**src/rtl/spi_pkg.sv**
```systemverilog
// rtl/spi_pkg.sv - shared types and constants for the SPI slave front-end
//
// Contents: state_t (main sequencer states), rd_phase_t (sub-phases of the
// READ_DATA state), RAM command codes, and width/timeout constants.
package spi_pkg;

    localparam int DATA_W    = 8;
    localparam int CMD_W     = DATA_W + 2;
    localparam int BIT_W     = $clog2(CMD_W);
    localparam int TO_CYCLES = 16;

    localparam logic [1:0] CMD_WR_ADDR = 2'b00;
    localparam logic [1:0] CMD_WR_DATA = 2'b01;
    localparam logic [1:0] CMD_RD_ADDR = 2'b10;
    localparam logic [1:0] CMD_RD_DATA = 2'b11;

    typedef enum logic [2:0] {
        IDLE      = 3'd0,
        CHK_CMD   = 3'd1,
        WRITE     = 3'd2,
        READ_ADD  = 3'd3,
        READ_DATA = 3'd4
    } state_t;

    // READ_DATA walks through these: receive the command word, wait for the
    // RAM, serialize the byte, then idle on miso=0 until ss_n rises.
    typedef enum logic [1:0] {
        RD_CMD   = 2'd0,
        RD_WAIT  = 2'd1,
        RD_SHIFT = 2'd2,
        RD_HOLD  = 2'd3
    } rd_phase_t;

endpackage

```
**src/rtl/spi_slave_ctrl_if.sv**
```systemverilog
// rtl/spi_slave_ctrl_if.sv - SPI pins plus RAM command/readback handshake
//
// Signals: ss_n, mosi, miso (SPI side); rx_data, rx_valid (command word to
// RAM); tx_data, tx_valid (read byte from RAM); rd_err (read timeout flag,
// present only when SPI_RD_TIMEOUT_EN is defined).
// Modports: slave (the controller), master (SPI host + RAM model).
interface spi_slave_ctrl_if;
    import spi_pkg::*;

    logic              ss_n;
    logic              mosi;
    logic              miso;
    logic [CMD_W-1:0]  rx_data;
    logic              rx_valid;
    logic [DATA_W-1:0] tx_data;
    logic              tx_valid;
`ifdef SPI_RD_TIMEOUT_EN
    logic              rd_err;

    modport slave  (input  ss_n, mosi, tx_data, tx_valid,
                    output miso, rx_data, rx_valid, rd_err);
    modport master (output ss_n, mosi, tx_data, tx_valid,
                    input  miso, rx_data, rx_valid, rd_err);
`else
    modport slave  (input  ss_n, mosi, tx_data, tx_valid,
                    output miso, rx_data, rx_valid);
    modport master (output ss_n, mosi, tx_data, tx_valid,
                    input  miso, rx_data, rx_valid);
`endif

endinterface

```
**src/rtl/spi_piso_tx.sv**
```systemverilog
// rtl/spi_piso_tx.sv - byte load/shift serializer driving miso
//
// Ports: clk, rst_n (async active-low); clr (drop any byte in flight);
// load/data (capture a byte); sout (current bit, MSB first, 0 when idle);
// done (high while the last bit of the byte is on sout).
module spi_piso_tx
    import spi_pkg::*;
(
    input  logic              clk,
    input  logic              rst_n,
    input  logic              clr,
    input  logic              load,
    input  logic [DATA_W-1:0] data,
    output logic              sout,
    output logic              done
);

    localparam int CNT_W = $clog2(DATA_W + 1);

    logic [DATA_W-1:0] sh;
    logic [CNT_W-1:0]  cnt;

    // cnt holds the number of bits still to present, including the one on sout.
    always_ff @(posedge clk or negedge rst_n) begin
        if (!rst_n) begin
            sh  <= '0;
            cnt <= '0;
        end else if (clr) begin
            cnt <= '0;
        end else if (load) begin
            sh  <= data;
            cnt <= CNT_W'(DATA_W);
        end else if (cnt != '0) begin
            sh  <= {sh[DATA_W-2:0], 1'b0};
            cnt <= cnt - 1'b1;
        end
    end

    assign sout = (cnt != '0) & sh[DATA_W-1];
    assign done = (cnt == CNT_W'(1));

endmodule

```
**src/rtl/spi_slave_ctrl.sv**
```systemverilog
// rtl/spi_slave_ctrl.sv - SPI slave deserializer and RAM command sequencer
//
// Ports: clk, rst_n (async active-low); bus (spi_slave_ctrl_if.slave):
// ss_n/mosi in, miso out, rx_data/rx_valid command strobe to RAM,
// tx_data/tx_valid read byte from RAM, rd_err read timeout flag.
// Optional: SPI_RD_TIMEOUT_EN bounds the tx_valid wait to TO_CYCLES and
// adds the sticky rd_err output; when undefined the wait is unbounded.
module spi_slave_ctrl
    import spi_pkg::*;
(
    input  logic            clk,
    input  logic            rst_n,
    spi_slave_ctrl_if.slave bus
);

    state_t            state;
    state_t            state_next;
    rd_phase_t         rd_phase;
    logic [BIT_W-1:0]  bit_cnt;
    logic [CMD_W-2:0]  shreg;
    logic              addr_rcvd;
    logic              last_bit;
    logic              cmd_phase;
    logic              piso_load;
    logic              piso_done;
    logic              piso_sout;
    logic [DATA_W-1:0] piso_data;
    logic              to_hit;

`ifdef SPI_RD_TIMEOUT_EN
    localparam int TO_W = $clog2(TO_CYCLES);
    logic [TO_W-1:0] wait_cnt;
    logic            ss_n_q;

    assign to_hit = (state == READ_DATA) && (rd_phase == RD_WAIT) && !bus.ss_n &&
                    !bus.tx_valid && (wait_cnt == TO_W'(TO_CYCLES - 1));
`else
    assign to_hit = 1'b0;
`endif

    assign last_bit  = (bit_cnt == BIT_W'(CMD_W - 1));
    // Command bits are shifted in WRITE/READ_ADD and in the first phase of READ_DATA.
    assign cmd_phase = (state != READ_DATA) || (rd_phase == RD_CMD);

    // On a timeout the serializer is fed zeros so the host still clocks 8 bits.
    assign piso_load = (state == READ_DATA) && (rd_phase == RD_WAIT) && !bus.ss_n &&
                       (bus.tx_valid || to_hit);
    assign piso_data = bus.tx_valid ? bus.tx_data : '0;

    always_ff @(posedge clk or negedge rst_n) begin
        if (!rst_n) state <= IDLE;
        else        state <= state_next;
    end

    always_comb begin
        state_next = state;
        case (state)
            IDLE: begin
                if (!bus.ss_n) state_next = CHK_CMD;
            end
            CHK_CMD: begin
                if (bus.ss_n)       state_next = IDLE;
                else if (!bus.mosi) state_next = WRITE;
                else if (addr_rcvd) state_next = READ_DATA;
                else                state_next = READ_ADD;
            end
            WRITE, READ_ADD: begin
                if (bus.ss_n || last_bit) state_next = IDLE;
            end
            READ_DATA: begin
                if (bus.ss_n) state_next = IDLE;
            end
            default: state_next = IDLE;
        endcase
    end

    always_ff @(posedge clk or negedge rst_n) begin
        if (!rst_n) begin
            bus.rx_data  <= '0;
            bus.rx_valid <= 1'b0;
            bit_cnt      <= '0;
            shreg        <= '0;
            addr_rcvd    <= 1'b0;
            rd_phase     <= RD_CMD;
`ifdef SPI_RD_TIMEOUT_EN
            wait_cnt     <= '0;
            ss_n_q       <= 1'b1;
            bus.rd_err   <= 1'b0;
`endif
        end else begin
            bus.rx_valid <= 1'b0;
`ifdef SPI_RD_TIMEOUT_EN
            ss_n_q <= bus.ss_n;
            if (ss_n_q && !bus.ss_n) bus.rd_err <= 1'b0;
`endif
            case (state)
                IDLE: begin
                    bit_cnt <= '0;
                end
                CHK_CMD: begin
                    bit_cnt  <= '0;
                    rd_phase <= RD_CMD;
                end
                WRITE, READ_ADD, READ_DATA: begin
                    // ss_n high aborts: nothing is committed, even on the last bit.
                    if (!bus.ss_n) begin
                        if (cmd_phase) begin
                            shreg   <= {shreg[CMD_W-3:0], bus.mosi};
                            bit_cnt <= bit_cnt + 1'b1;
                            if (last_bit) begin
                                bus.rx_data  <= {shreg, bus.mosi};
                                bus.rx_valid <= 1'b1;
                                bit_cnt      <= '0;
                                if (state == READ_ADD) addr_rcvd <= 1'b1;
                                if (state == READ_DATA) begin
                                    rd_phase <= RD_WAIT;
`ifdef SPI_RD_TIMEOUT_EN
                                    wait_cnt <= '0;
`endif
                                end
                            end
                        end else begin
                            case (rd_phase)
                                RD_WAIT: begin
                                    if (bus.tx_valid) begin
                                        rd_phase <= RD_SHIFT;
                                    end else if (to_hit) begin
                                        rd_phase  <= RD_SHIFT;
                                        addr_rcvd <= 1'b0;
`ifdef SPI_RD_TIMEOUT_EN
                                        bus.rd_err <= 1'b1;
                                    end else begin
                                        wait_cnt <= wait_cnt + 1'b1;
`endif
                                    end
                                end
                                RD_SHIFT: begin
                                    if (piso_done) begin
                                        rd_phase  <= RD_HOLD;
                                        addr_rcvd <= 1'b0;
                                    end
                                end
                                default: ;
                            endcase
                        end
                    end
                end
                default: ;
            endcase
        end
    end

    spi_piso_tx u_piso (
        .clk   (clk),
        .rst_n (rst_n),
        .clr   (bus.ss_n),
        .load  (piso_load),
        .data  (piso_data),
        .sout  (piso_sout),
        .done  (piso_done)
    );

    assign bus.miso = piso_sout;

endmodule
```
**src/flat_wrapper.sv**
```systemverilog
// flat-port wrapper written by rule: the top's interface ports become plain ports
module spi_slave_ctrl_flat import spi_pkg::*;
  (clk, rst_n, bus_ss_n, bus_mosi, bus_tx_data, bus_tx_valid, bus_miso, bus_rx_data, bus_rx_valid);
  spi_slave_ctrl_if bus_i ();
  input  logic clk;
  input  logic rst_n;
  input wire logic [$bits(bus_i.ss_n)-1:0] bus_ss_n;
  input wire logic [$bits(bus_i.mosi)-1:0] bus_mosi;
  input wire logic [$bits(bus_i.tx_data)-1:0] bus_tx_data;
  input wire logic [$bits(bus_i.tx_valid)-1:0] bus_tx_valid;
  output wire logic [$bits(bus_i.miso)-1:0] bus_miso;
  output wire logic [$bits(bus_i.rx_data)-1:0] bus_rx_data;
  output wire logic [$bits(bus_i.rx_valid)-1:0] bus_rx_valid;
  assign bus_i.ss_n = bus_ss_n;
  assign bus_i.mosi = bus_mosi;
  assign bus_i.tx_data = bus_tx_data;
  assign bus_i.tx_valid = bus_tx_valid;
  assign bus_miso = bus_i.miso;
  assign bus_rx_data = bus_i.rx_data;
  assign bus_rx_valid = bus_i.rx_valid;
  spi_slave_ctrl u_core (.clk(clk), .rst_n(rst_n), .bus(bus_i));
endmodule
```
**config.mk**
```make
export PLATFORM = sky130hd
export DESIGN_NAME = spi_slave_ctrl_flat
export DESIGN_NICKNAME = d
export VERILOG_FILES = /design/src/rtl/spi_pkg.sv /design/src/rtl/spi_slave_ctrl_if.sv /design/src/rtl/spi_piso_tx.sv /design/src/rtl/spi_slave_ctrl.sv /design/src/flat_wrapper.sv
export SDC_FILE = /design/constraint.sdc
export NUM_CORES = 1
export LEC_CHECK = 0
export ABC_AREA = 1
export BUFFER_PORTS_ARGS = -buffer_cell sky130_fd_sc_hd__buf_2
export CAP_MARGIN = 5
export CORE_MARGIN = 8
export CORE_UTILIZATION = 46
export CTS_BUF_LIST = sky130_fd_sc_hd__clkbuf_4
export DETAILED_ROUTE_END_ITERATION = 7
export PLACE_DENSITY = 0.65
export SYNTH_ARGS = -nofsm -noshare
export SYNTH_HDL_FRONTEND = slang
export SYNTH_HIERARCHICAL = 1
export SYNTH_SLANG_ARGS = --single-unit
```
**constraint.sdc**
```tcl
create_clock -name clk -period 2.2 [get_ports clk]
set_input_delay 0.66 -clock clk [delete_from_list [all_inputs] [get_ports clk]]
set_output_delay 0.66 -clock clk [all_outputs]
set_load 0.02 [all_outputs]
```
Word level (Yosys, flattened, before mapping)
Cells that the tools add are included.

cells by class
  magnitude comparators = 0
  shift-type cells = 0
  bitwise logic cells = 2
  reduce and logical (&&, ||, !) cells = 25
  multiplexer cells = 34
  add/subtract/negate cells = 2
  equality and inequality tests = 21
  divide/modulo/power cells = 0
  multiply operators = 0

operators by type and width
  kind                 count
  $mux 4               6
  $mux 8               3
  $mux 3               6
  $mux 2               6
  $pmux 3 s4           1
  $reduce_bool 2->1    5
  $mux 1               9
  $reduce_and 3->1     3
  $ne 2x2->1 const B   4
  $pmux 2 s2           2
  $pmux 4 s2           1
  $reduce_and 7->1     1
  $eq 3x2->1 const B   2
  $ne 2x1->1 const B   3
  $ne 3x3->1 const B   2
  $reduce_and 6->1     1
  $add 4x1->4 const B  1
  $eq 4x1->1 const B   1
  $eq 4x4->1 const B   1
  $ne 4x1->1 const B   1
  $ne 4x2->1 const B   1
  $ne 4x3->1 const B   1
  $reduce_and 4->1     1
  $reduce_bool 4->1    1
  other kinds (17)     21

storage, ports and cells
  flip-flop bits (word level) = 42
  bits in latches = 0
  output and inout port bits = 12
  memories kept = 0
  bits of input ports = 13
  word-level logic and storage cells = 93
  bits in writable memories = 0
  ROM bits = 0

Logic depth before layout (Yosys ltp)
  depth in word-level cells = 6
  gate-level depth with buffers = 12
  mapped depth without buffers = 12

Hierarchy
The synthesis kept the hierarchy.

modules (own cells, without submodules)
  module          instances  seq. area each (sq um)  area each (sq um)  cells an instance
  spi_slave_ctrl  1          750.7                   1544.0             193
  spi_piso_tx     1          300.3                   699.4              98

Worst setup path after synthesis
OpenSTA, ideal clock, no wires.

  path type = in2reg
  from = in bus_tx_valid
  to = reg u_core.u_piso.sh[1]
  buffers on the path = 1
  required time = 2.084 ns
  stages on the path = 7
  setup time = 0.116 ns
  setup slack = 0.286 ns
  arrival = 1.798 ns
  cell sequence = clkbuf_1 nor3b_1 inv_2 nand3_4 nand2_4 nand2_1 nand2_1

on the way
  cells in the longest elaborated chain, start to end = 3
  elaborated cells between the ends (all ways) = 5
  classes of those cells = 2 x mux; 3 x reduce/logical

RTL lines
  item                                line                  source
  start: declaration                  flat_wrapper.sv:10    input wire logic [$bits(bus_i.tx_valid)-1:0] bus_tx_valid;
  $logic_and 1x1->1 *                 spi_slave_ctrl.sv:46  assign piso_load = (state == READ_DATA) && (rd_phase == RD_WAIT) && !bus.ss_n &&
  net u_core.piso_load                spi_slave_ctrl.sv:24  logic piso_load;
  $reduce_bool 2->1 (no source line)  n/a
  $reduce_and 2->1 (no source line)   n/a
  end signal: assignment              spi_piso_tx.sv:31     sh <= data;
  end signal: assignment              spi_piso_tx.sv:34     sh <= {sh[DATA_W-2:0], 1'b0};
  end: declaration                    spi_piso_tx.sv:20     logic [DATA_W-1:0] sh;

The timed path passes the listed nets; every way through them passes the cells marked *.
A chain may end at the register's enable or synchronous reset.

Worst setup path after layout
  from = reg u_core.u_piso.cnt[0]
  to = out bus_miso

on the way
  cells in the longest elaborated chain, start to end = 2

RTL lines
  item                      line                source
  start: declaration        spi_piso_tx.sv:21   logic [CNT_W-1:0] cnt;
  start signal: assignment  spi_piso_tx.sv:32   cnt <= CNT_W'(DATA_W);
  start signal: assignment  spi_piso_tx.sv:35   cnt <= cnt - 1'b1;
  $reduce_bool 4->1         spi_piso_tx.sv:39   assign sout = (cnt != '0) & sh[DATA_W-1];
  $and 1x1->1               spi_piso_tx.sv:39
  end: declaration          flat_wrapper.sv:11  output wire logic [$bits(bus_i.miso)-1:0] bus_miso;

Every way passes these cells.

==> metrics.json <==
{
  "dieArea": {"value": 7370, "unit": "µm²"},
  "layout-area-overhead-vs-synth": {"value": 12.3, "unit": "%"},
  "final_hold_viol_count": {"value": 0},
  "crit_path_max_incr_delay": {"value": 410, "unit": "ps"},
  "tritoncts_clock_tree": {"value": "yes"},
  "yosys.area.top_type_share": {"value": 0.468},
  "start_util": {"value": 0.475},
  "yosys-top-cells-area": {"value": "sky130_fd_sc_hd__dfrtp_1 (47%), sky130_fd_sc_hd__nand2_1 (18%), sky130_fd_sc_hd__inv_1 (7.0%)"},
  "dr.pass1.iters": {"value": 4},
  "critical-path-top-delay-family": {"value": "flip-flops"},
  "grt_first_pass_wirelength": {"value": 7630, "unit": "µm"},
  "setup_repair_after_global_routing_missed_its_margin": {"value": "no"},
  "worstSkewPairLatency": {"value": 360, "unit": "ps"},
  "floorplan_die_height": {"value": 85.8, "unit": "µm"},
  "number_of_global_route_vias_before_repair": {"value": 1744},
  "finalSetupViolCount": {"value": 0},
  "synth-warning-count": {"value": 6},
  "cts_hold_buffers": {"value": 0},
  "buffer_ports.inserted": {"value": 24},
  "synth_seq_area_share": {"value": 0.468},
  "power.density": {"value": 897, "unit": "nW/µm²"},
  "route.vias.total": {"value": 1813},
  "ys_types": {"value": 32},
  "worst-path-buf-inv": {"value": 3},
  "grt_util_all_layers": {"value": 0.128},
  "final_count_of_pins_violating_max_slew": {"value": 0},
  "cp.required": {"value": 1540, "unit": "ps"},
  "sequence_of_cells_on_the_critical_path": {"value": "inv_2 -> ha_4 -> inv_1 -> nor2_2 -> nor2_1 -> buf_2"},
  "power.share.combinational": {"value": 0.376},
  "power_leakage": {"value": 1.40, "unit": "nW"},
  "cellInternalPower": {"value": 0.00134, "unit": "W"},
  "post-layout-total-power": {"value": 0.00226, "unit": "W"},
  "grt.overflow.total": {"value": 0},
  "highest_achievable_clock_rate": {"value": 483, "unit": "MHz"},
  "detail_route.wl_per_cell": {"value": 11.1, "unit": "µm"},
  "netlist_instances": {"value": 291},
  "place_congestion": {"value": 0.865},
  "ioPinCount": {"value": 25},
  "antennaDiodeCount": {"value": 0},
  "fin_worst_hold_slack": {"value": 311, "unit": "ps"},
  "worst-slew-pin-transition": {"value": 644, "unit": "ps"},
  "synthesis.area_per_instance": {"value": 7.71, "unit": "µm²"},
  "maxCapViolCount": {"value": 0},
  "drive_gt1_frac": {"value": 0.193},
  "clk_path_buf_depth": {"value": 2},
  "setup-tns-final": {"value": 0, "unit": "ps"},
  "drt-initial-drc-count": {"value": 62},
  "root_buffer": {"value": "sky130_fd_sc_hd__clkbuf_4"},
  "area_of_the_core": {"value": 4720, "unit": "µm²"},
  "worst_setup_sp_type": {"value": "register"},
  "htree_num_levels": {"value": 2},
  "dp_hpwl": {"value": 3210, "unit": "µm"},
  "crit_slowest_cell": {"value": "sky130_fd_sc_hd__dfrtp_1"},
  "seqPwrFrac": {"value": 0.452},
  "drc": {"value": 0},
  "die_width": {"value": 85.8, "unit": "µm"},
  "final_min_period_over_clock_period": {"value": 0.941},
  "synth.net_count": {"value": 309},
  "finalCriticalPeriod": {"value": 2070, "unit": "ps"},
  "placement_rows": {"value": 25},
  "final.setup_skew": {"value": 15.0, "unit": "ps"},
  "min-delay-path-class": {"value": "in2async"},
  "sink_count": {"value": 42},
  "outcome": {"value": "finished clean"},
  "switching_power": {"value": 0.000919, "unit": "W"},
  "synth.cell_area": {"value": 2240, "unit": "µm²"},
  "worst-path-max-fanout": {"value": 3},
  "worst_ep_arrival_time": {"value": 1410, "unit": "ps"},
  "synth-seq-cells": {"value": 42},
  "grt_antenna_before_repair": {"value": 0},
  "post_drt_via_cell_ratio": {"value": 4.66},
  "post-synth-top-area-cell": {"value": "sky130_fd_sc_hd__dfrtp_1"},
  "grt_start_max_net_pins": {"value": 29},
  "cts-buffers-inserted": {"value": 5},
  "worst_slew_margin_rel": {"value": 0.570},
  "postRouteWirelength": {"value": 4300, "unit": "µm"},
  "power.share.switching": {"value": 0.407},
  "cp-end-kind": {"value": "output pin"},
  "power.clock.fraction": {"value": 0.172},
  "antenna_violating_nets_post_route": {"value": 0},
  "path_class": {"value": "reg2out"},
  "worst_setup_hold_path_clk_slew": {"value": 130, "unit": "ps"},
  "fin_nets": {"value": 339},
  "peakVddDrop": {"value": 0.000441, "unit": "V"}
}
[flip-flops by register name, summed over array words and instances, names as in the netlist, 2 cells and up]
signal	count
u_core/bit_cnt	4
u_core/u_piso/cnt	4
u_core/rd_phase	2
u_core/shreg	9
u_core/u_piso/sh	8
u_core/state	3
u_core/bus.rx_data	10
[path summary, 6_finish.rpt]
kind,slack (ps),end,from,cells past startpoint
max in group asynchronous,1290,u_core/bit_cnt[2],rst_n,2
worst max register to register,370,u_core/u_piso/sh[5],u_core/state[0],10
min in group clk,480,u_core/bus.rx_data[9],u_core/bus.rx_data[9],2
worst max-delay path,130,bus_miso,u_core/u_piso/cnt[0],6
worst min register to register,480,u_core/bus.rx_data[9],u_core/bus.rx_data[9],2
worst min-delay path,310,u_core/shreg[0],rst_n,1
[layout by cell type (no fill, tap or decap), drive strengths merged, types with 5 or more instances in the layout]
master,netlist,layout
nand2,108,108
inv,43,43
dfrtp,42,42
buf,5,29
nor2,25,25
o21ai,24,24
nand3,22,22
clkbuf,1,5
ha,5,5
[power groups by stage]
stage | clock network, W | logic [W] | registers, W
2_1_floorplan | 0 | 0.000658 | 0.00102
3_3_place_gp | 0 | 0.000794 | 0.00104
3_5_place_dp | 0 | 0.000802 | 0.00104
4_1_cts | 0.000407 | 0.000831 | 0.00102
5_1_grt | 0.000434 | 0.000985 | 0.00104
6_report | 0.000390 | 0.000849 | 0.00102
[cell type report]
cell class / count / area (µm²)
Sequential cell: 42 / 1050
Timing Repair Buffer: 29 / 158
Multi-Input combinational cell: 199 / 1000
Tap cell: 67 / 83.8
Fill cell: 467 / 2200
Clock inverter: 3 / 21.3
Inverter: 44 / 166
Clock buffer: 5 / 37.5
[per-stage QoR]
step	setup WS [ps]	area [µm²]	util	std cells
2_1_floorplan	286	2240	-	291
3_3_place_gp	226	2430	0.514	379
3_5_place_dp	159	2430	0.514	379
4_1_cts	9.55	2500	0.529	388
5_1_grt	24.1	2520	0.534	389
6_report	130	2520	0.534	389
[repair_timing]
action	CTS	global route
buffers inserted	1	1
cloned	0	0
gates resized for setup	2	4
endpoints found under the hold margin	0	0
endpoints found under the setup margin	1	2
[cell families (layout without fill, tap and decap cells)]
family / after synthesis / after routing / synth area share
and+or+nand+nor: 161 / 161 / 0.308
buffers and inverters: 50 / 81 / 0.0937
DFF: 42 / 42 / 0.468
AOI/OAI and AO/OA: 31 / 31 / 0.0937
adders and majority gates: 5 / 5 / 0.0279
xor gates and xnor gates: 2 / 2 / 0.00781
[cells in the mapped netlist]
library cell	count
sky130_fd_sc_hd__a21boi_0	1
sky130_fd_sc_hd__a21oi_1	2
sky130_fd_sc_hd__a21oi_4	1
sky130_fd_sc_hd__a31oi_1	1
sky130_fd_sc_hd__buf_2	2
sky130_fd_sc_hd__buf_4	1
sky130_fd_sc_hd__buf_6	2
sky130_fd_sc_hd__clkbuf_1	1
sky130_fd_sc_hd__clkinv_2	1
sky130_fd_sc_hd__dfrtp_1	42
sky130_fd_sc_hd__ha_1	5
sky130_fd_sc_hd__inv_1	42
sky130_fd_sc_hd__inv_2	1
sky130_fd_sc_hd__nand2_1	105
sky130_fd_sc_hd__nand2_2	2
sky130_fd_sc_hd__nand2_4	1
sky130_fd_sc_hd__nand3_1	20
sky130_fd_sc_hd__nand3_2	1
sky130_fd_sc_hd__nand3_4	1
sky130_fd_sc_hd__nand4_1	2
sky130_fd_sc_hd__nor2_1	22
sky130_fd_sc_hd__nor2_2	1
sky130_fd_sc_hd__nor2_4	2
sky130_fd_sc_hd__nor3_1	3
sky130_fd_sc_hd__nor3b_1	1
sky130_fd_sc_hd__o2111ai_1	1
sky130_fd_sc_hd__o21ai_0	4
sky130_fd_sc_hd__o21ai_1	11
sky130_fd_sc_hd__o21ai_2	9
sky130_fd_sc_hd__o31ai_1	1
sky130_fd_sc_hd__xnor2_1	1
sky130_fd_sc_hd__xor2_1	1
[per-layer routing]
layer,GRT usage,share of wire,up-vias
li1,-,-,957
met5,0,0,-
met1,0.154,0.48,813
met4,0.0478,0.014,0
met3,0.0344,0.053,6
met2,0.214,0.46,37
Note: power is estimated with default switching activity, not from simulation.
